File: src/rtl/posit_to_fixed_stream.sv
// Iterative posit8 (es=0) to exact signed fixed-point converter with valid/ready
// handshakes. The regime is scanned one bit per cycle, so latency depends on the input.
module posit_to_fixed_stream #(
    parameter int FRAC_W = 8,
    parameter int INT_W  = 8
) (
    input  logic                      clk,
    input  logic                      rst_n,
    input  logic                      in_valid,
    output logic                      in_ready,
    input  logic [7:0]                in_posit,
    output logic                      out_valid,
    input  logic                      out_ready,
    output logic [INT_W+FRAC_W-1:0]   out_fix,
    output logic                      out_zero,
    output logic                      out_nar
);

    localparam int W = INT_W + FRAC_W;

    typedef enum logic [1:0] {
        ST_IDLE     = 2'd0,
        ST_SCAN     = 2'd1,
        ST_ASSEMBLE = 2'd2,
        ST_OUT      = 2'd3
    } state_t;

    state_t         state_q;
    logic           s_q;
    logic [6:0]     p_q;
    logic           rc_q;
    logic [2:0]     r_q;
    logic [2:0]     i_q;
    logic           out_valid_q;
    logic [W-1:0]   out_fix_q;
    logic           out_zero_q;
    logic           out_nar_q;

    logic [6:0]     p_d;
    logic [5:0]     frac_d;
    logic [12:0]    mant_d;
    logic [12:0]    scaled_d;
    logic [W-1:0]   mag_d;
    logic [W-1:0]   fix_d;

    // Negative posits are decoded from their two's-complement magnitude.
    assign p_d = in_posit[7] ? 7'(~in_posit[6:0] + 7'd1) : in_posit[6:0];

    // NOTE: every always_comb output gets a default on every path, so no latch is inferred.
    always_comb begin
        frac_d   = 6'(p_q << r_q);
        mant_d   = {6'd0, 1'b1, frac_d};
        // scaled_d holds value * 2^6, always an integer since the finest posit step is 2^-6.
        scaled_d = rc_q ? (mant_d << (r_q - 3'd1)) : (mant_d >> r_q);
        mag_d    = W'(scaled_d) << (FRAC_W - 6);
        fix_d    = s_q ? (~mag_d + W'(1)) : mag_d;
    end

    // NOTE: sequential state uses non-blocking assignments only, so all registers update together.
    always_ff @(posedge clk) begin
        if (!rst_n) begin
            state_q     <= ST_IDLE;
            s_q         <= 1'b0;
            p_q         <= '0;
            rc_q        <= 1'b0;
            r_q         <= '0;
            i_q         <= '0;
            out_valid_q <= 1'b0;
            out_fix_q   <= '0;
            out_zero_q  <= 1'b0;
            out_nar_q   <= 1'b0;
        end else begin
            unique case (state_q)
                ST_IDLE: begin
                    if (in_valid) begin
                        s_q  <= in_posit[7];
                        p_q  <= p_d;
                        rc_q <= p_d[6];
                        r_q  <= 3'd1;
                        i_q  <= 3'd5;
                        if (p_d == 7'd0) begin
                            state_q     <= ST_OUT;
                            out_valid_q <= 1'b1;
                            out_zero_q  <= ~in_posit[7];
                            out_nar_q   <= in_posit[7];
                            out_fix_q   <= in_posit[7] ? {1'b1, {(W-1){1'b0}}} : '0;
                        end else begin
                            state_q <= ST_SCAN;
                        end
                    end
                end
                ST_SCAN: begin
                    if (p_q[i_q] == rc_q) begin
                        r_q <= r_q + 3'd1;
                        if (i_q == 3'd0) begin
                            state_q <= ST_ASSEMBLE;
                        end else begin
                            i_q <= i_q - 3'd1;
                        end
                    end else begin
                        state_q <= ST_ASSEMBLE;
                    end
                end
                ST_ASSEMBLE: begin
                    out_fix_q   <= fix_d;
                    out_zero_q  <= 1'b0;
                    out_nar_q   <= 1'b0;
                    out_valid_q <= 1'b1;
                    state_q     <= ST_OUT;
                end
                ST_OUT: begin
                    if (out_ready) begin
                        out_valid_q <= 1'b0;
                        state_q     <= ST_IDLE;
                    end
                end
                default: state_q <= ST_IDLE;
            endcase
        end
    end

    assign in_ready  = (state_q == ST_IDLE);
    assign out_valid = out_valid_q;
    assign out_fix   = out_fix_q;
    assign out_zero  = out_zero_q;
    assign out_nar   = out_nar_q;

endmodule

File: config.mk
export PLATFORM = sky130hd
export DESIGN_NAME = posit_to_fixed_stream
export DESIGN_NICKNAME = d
export VERILOG_FILES = /design/src/rtl/posit_to_fixed_stream.sv
export SDC_FILE = /design/constraint.sdc
export NUM_CORES = 1
export LEC_CHECK = 0
export CORE_MARGIN = 8
export CORE_UTILIZATION = 51
export CTS_CLUSTER_DIAMETER = 60
export CTS_CLUSTER_SIZE = 12
export DETAILED_ROUTE_END_ITERATION = 12
export GPL_TIMING_DRIVEN = 1
export HOLD_SLACK_MARGIN = 0.1
export PLACE_DENSITY = 0.79
export SYNTH_ARGS = -nofsm -noshare
export SYNTH_HDL_FRONTEND = slang
export SYNTH_SLANG_ARGS = --single-unit
File: constraint.sdc
create_clock -name clk -period 4.5 [get_ports clk]
set_clock_uncertainty 0.15 [all_clocks]
set_input_delay 0.9 -clock clk [delete_from_list [all_inputs] [get_ports clk]]
set_output_delay 0.9 -clock clk [all_outputs]
set_load 0.05 [all_outputs]
Word-level counts from Yosys, hierarchy flattened
Index checks and enable logic that the tools add are counted.
- register bits after elaboration: 36
- input bits: 12
- output and inout port bits: 20
- add/subtract/negate cells: 5
- order comparisons: 1
- equal/unequal tests: 10
- shift-type cells: 3
- mux-type cells: 32
- bitwise gates (word level): 3
- reductions and logical operators: 12
- operators by type and width (operator ; number):
    $mux W16 ; 4
    $pmux W16 S2 ; 1
    $add A16 B1 Y16 const B ; 1
    $not A15 Y16 ; 1
    $mux W3 ; 5
    $mux W13 ; 1
    $shl A7 B3 Y13 ; 1
    $shr A7 B3 Y13 ; 1
    $pmux W3 S2 ; 2
    $mux W2 ; 5
    $reduce_and A3 Y1 ; 3
    $mux W1 ; 8
    $ne A2 B2 Y1 const B ; 4
    $pmux W2 S4 ; 1
    $reduce_and A4 Y1 ; 2
    $add A7 B1 Y7 const B ; 1
    $logic_not A7 Y1 ; 1
    $mux W7 ; 1
    $not A7 Y7 ; 1
    $shl A7 B3 Y6 ; 1
    $sub A3 B1 Y3 const B ; 2
    $eq A2 B2 Y1 const B ; 2
    $lt A3 B4 Y1 const B ; 1
    $pmux W1 S2 ; 2
    13 further kinds ; 14

Longest topological paths before layout
- depth after elaboration: 7
- depth in mapped cells: 14
- mapped depth without buffers: 12

Worst setup path after synthesis
OpenSTA, ideal clock, no wires.
- path kind: input to register
- start point: input in_posit[0]
- end point: register out_fix_q[15], in the netlist out_fix[15]
- arrival: 2.771 ns
- required time: 4.230 ns
- path slack: 1.460 ns
- cell stages on the path: 11
- cell sequence: inv_1 ha_1 or4b_4 o31ai_1 nand2_1 a21oi_2 a2bb2oi_2 buf_6 buf_6 and2_0 o31a_1
- longest elaborated chain between the ends: 6
- RTL lines (what ; line ; text):
    start: declaration ; 11 ; input logic [7:0] in_posit,
    $not A7 Y7 ; 47 ; assign p_d = in_posit[7] ? 7'(~in_posit[6:0] + 7'd1) : in_posit[6:0];
    $add A7 B1 Y7 ; 47 ;
    $mux W7 * ; 47 ;
    $logic_not A7 Y1 * ; 81 ; if (p_d == 7'd0) begin
    $ne A2 B1 Y1 (no line) * ; n/a ;
    $reduce_and A3 Y1 (no line) * ; n/a ;
    end signal: assignment ; 86 ; out_fix_q <= in_posit[7] ? {1'b1, {(W-1){1'b0}}} : '0;
    end signal: assignment ; 105 ; out_fix_q <= fix_d;
    end: declaration ; 35 ; logic [W-1:0] out_fix_q;
Mark *: on every way between the ends. The rest lies on a longest branch, timed or not.
A chain may end at the register's enable or synchronous reset.

Final worst setup path
- start point: input in_posit[0]
- end point: register out_fix_q[13], in the netlist out_fix[13]
Same word-level chain as after synthesis.

==> qor.yml <==
outcome:
  status: "completed"
cts:
  cts_buffers: 5
  clkLatencyLatePin_ns: 0.28
  clk_path_buf_depth: 2
  cts_resized: 0
  cts_sinks: 33
  clk_pin_slew_worst_paths_ns: 0.07
  cts_root_buf: "clkbuf_8"
  cts_max_level: 2
  cts_tree: "yes"
  postCtsSetupBuffers: 0
  cts_hold_buffers: 0
die:
  coreArea_sq_um: 4755
  fp.dieW_microns: 86.57
  initial_utilization_pct: 53.42
  row_count: 25
  die_area_sq_um: 7494
  die_y_microns: 86.57
  io_pins: 32
global_routing:
  grt_pass1_vias: 2049
  antenna_found_initial: 0
  grt_pass1_wl_microns: 9535
  overflow: 0
  grt_max_degree: 26
  grt_usage_pct: 15.53
synthesis:
  yosys.area.top_type_share_pct: 26.01
  synth_area_leaders: "dfxtp_1, ha_1, mux2i_1, nor2_1, xnor2_1"
  synthArstFlopShare_pct: 0
  synthCells: 315
  synth_common_cells: "dfxtp_1, nor2_1, nand2_1"
  syn_area_per_cell_sq_um: 8.063
  synth-edff-count: 0
  post-synth-top-count-cell: "dfxtp_1"
  synthesis.area_sq_um: 2540
  synth-main-ff-cell: "dfxtp_1"
  synth_top_area_cell: "dfxtp_1"
  yosysSeqAreaShare_pct: 26.01
  ys_ff_latch: 33
  yosys.cell_types.count: 63
  ys_warn_count: 0
critical_path:
  end_kind: "flip-flop"
  crit_type: "input pin to flip-flop"
  crit_fanout: 20
  r2r_cells: 9
  crit_path_start: "in_posit[0]"
  critical_path_required_ns: 4.58
  reg2reg_from: "r_q[2]"
  arrival_ns: 3.81
  startpoint_type: "input pin"
pwr:
  power_w: 0.001601
  vdd_drop_max_mv: 0.4039
  power.density_nw_per_um2: 552.6
  leakagePower_nw: 1.011
placed_design:
  place_congestion: 0.8577
  dp_slack_ns: 0.4719
  port_buffers: 29
  dp.final_hpwl_microns: 4105
drt:
  vias_per_cell: 5.807
  wl_per_cell_microns: 14.57
  num_vias: 2288
  drt_iter0_markers: 188
  drc: 0
  ant_nets: 0
  route.final.wire_length_microns: 5741
  drt-pass1-iter-count: 4
finish:
  nNetsFinal: 349
  fillers: 457
  antenna_cells: 0
  syn_to_final_growth_pct: 14.04
  drive_gt1_share_pct: 5.199
sta:
  fin_setup_tns_ns: 0
  setup_viol: 0
  grt_setup_unrepaired: "false"
  post-route-period-util_pct: 82.78
  tightest_slew_ns: 0.7408
  finalWorstSetupSlack_ns: 0.7747
  hold_slack_ns: 0.3036
  slew_headroom_pct: 50.55
  slew_viol_final: 0
  fmax_mhz: 268.4
  hold_viol: 0
  period_minus_slack_ns: 3.725
flow_run:
  maxCapViolations: 0
min_path:
  min_path_type: "flip-flop to flip-flop"
  hp-start: "out_fix[5]"
  hold_path_depth: 2
==> per-layer routing <==
| metal | global-route usage (%) | vias up | share of wire (%) |
|---|---|---|---|
| met1 | 18.60 | 1068 | 46 |
| met4 | 5.321 | 0 | 1.0 |
| li1 | - | 1172 | - |
| met3 | 3.497 | 6 | 4.2 |
| met2 | 26.46 | 42 | 48 |
| met5 | 0 | - | 0 |
==> worst paths after layout <==
check,to,slack (ns)
max,out_fix[13],0.77
min,out_fix[5],0.30
max reg2reg,out_fix[13],0.98
min reg2reg,out_fix[5],0.30
==> registers in the layout, indices dropped and copies added (netlist names), 2 cells and up <==
| name | cells |
|---|---|
| state_q | 2 |
| r_q | 3 |
| p_q | 7 |
| i_q | 3 |
| out_fix | 14 |
==> metrics by stage <==
stage | instances | util, % | instance area, sq um
3_5_place_dp | 386 | 58.47 | 2780
6_report | 394 | 60.92 | 2897
3_3_place_gp | 386 | 58.47 | 2780
2_1_floorplan | 316 | - | 2544
5_1_grt | 394 | 60.92 | 2897
4_1_cts | 394 | 60.92 | 2897
==> kinds of logic (layout without fill, tap and decap cells) <==
group / Yosys count / in the layout / synth area share (%)
AO/OA/AOI/OAI: 82 / 82 / 23.79
AND/OR/NAND/NOR: 112 / 112 / 24.19
buffers and inverters: 44 / 55 / 8.227
multiplexers: 14 / 14 / 6.010
adder cells (fa/ha/maj): 11 / 11 / 5.419
other: 1 / 2 / 0.1476
XOR/XNOR: 18 / 18 / 6.207
flip-flops: 33 / 33 / 26.01
==> cells in the final DEF (no fill, tap or decap), types with 5 or more instances in the layout <==
cell | netlist | routed
a211oi_1 | 11 | 11
a21oi_1 | 14 | 14
a22o_1 | 7 | 7
clkbuf_8 | 0 | 6
clkdlybuf4s50_1 | 0 | 29
dfxtp_1 | 33 | 33
ha_1 | 11 | 11
inv_1 | 17 | 17
mux2i_1 | 13 | 13
nand2_1 | 22 | 22
nand2b_1 | 7 | 7
nand3_1 | 8 | 8
nor2_1 | 25 | 25
nor2b_1 | 7 | 7
nor3_1 | 9 | 9
o21ai_0 | 9 | 9
o41ai_1 | 5 | 5
or3_1 | 7 | 7
xnor2_1 | 10 | 10
xor2_1 | 8 | 8
==> layout make-up <==
| type | instances | area (sq um) | area share [%] |
|---|---|---|---|
| clock inverter | 1 | 30.03 | 1.037 |
| sequential | 33 | 660.6 | 22.81 |
| inverter | 17 | 63.81 | 2.203 |
| tap | 67 | 83.83 | 2.894 |
| clock buffer | 7 | 86.33 | 2.981 |
| timing repair buffer | 30 | 297.8 | 10.28 |
| multi-input combinational | 239 | 1674 | 57.80 |
==> worst max-delay path, stage by stage <==
cell and delay [ns]:
clkdlybuf4s50_1 0.46, inv_1 0.11, ha_1 0.24, or4b_4 0.49, nor4b_2 0.17, o211ai_1 0.20
a21oi_2 0.11, a2bb2oi_2 0.57, and2_1 0.37, a22o_1 0.18
==> power breakdown <==
| group | switching [W] | internal, W | leakage [nW] | total, W |
|---|---|---|---|---|
| registers | 0.0000950 | 0.000346 | 0.269 | 0.000441 |
| clock network | 0.000106 | 0.000180 | 0.0585 | 0.000286 |
| logic | 0.000539 | 0.000335 | 0.683 | 0.000873 |
| total | 0.000739 | 0.000861 | 1.01 | 0.00160 |
No activity file was read; power rests on OpenSTA's default activity.
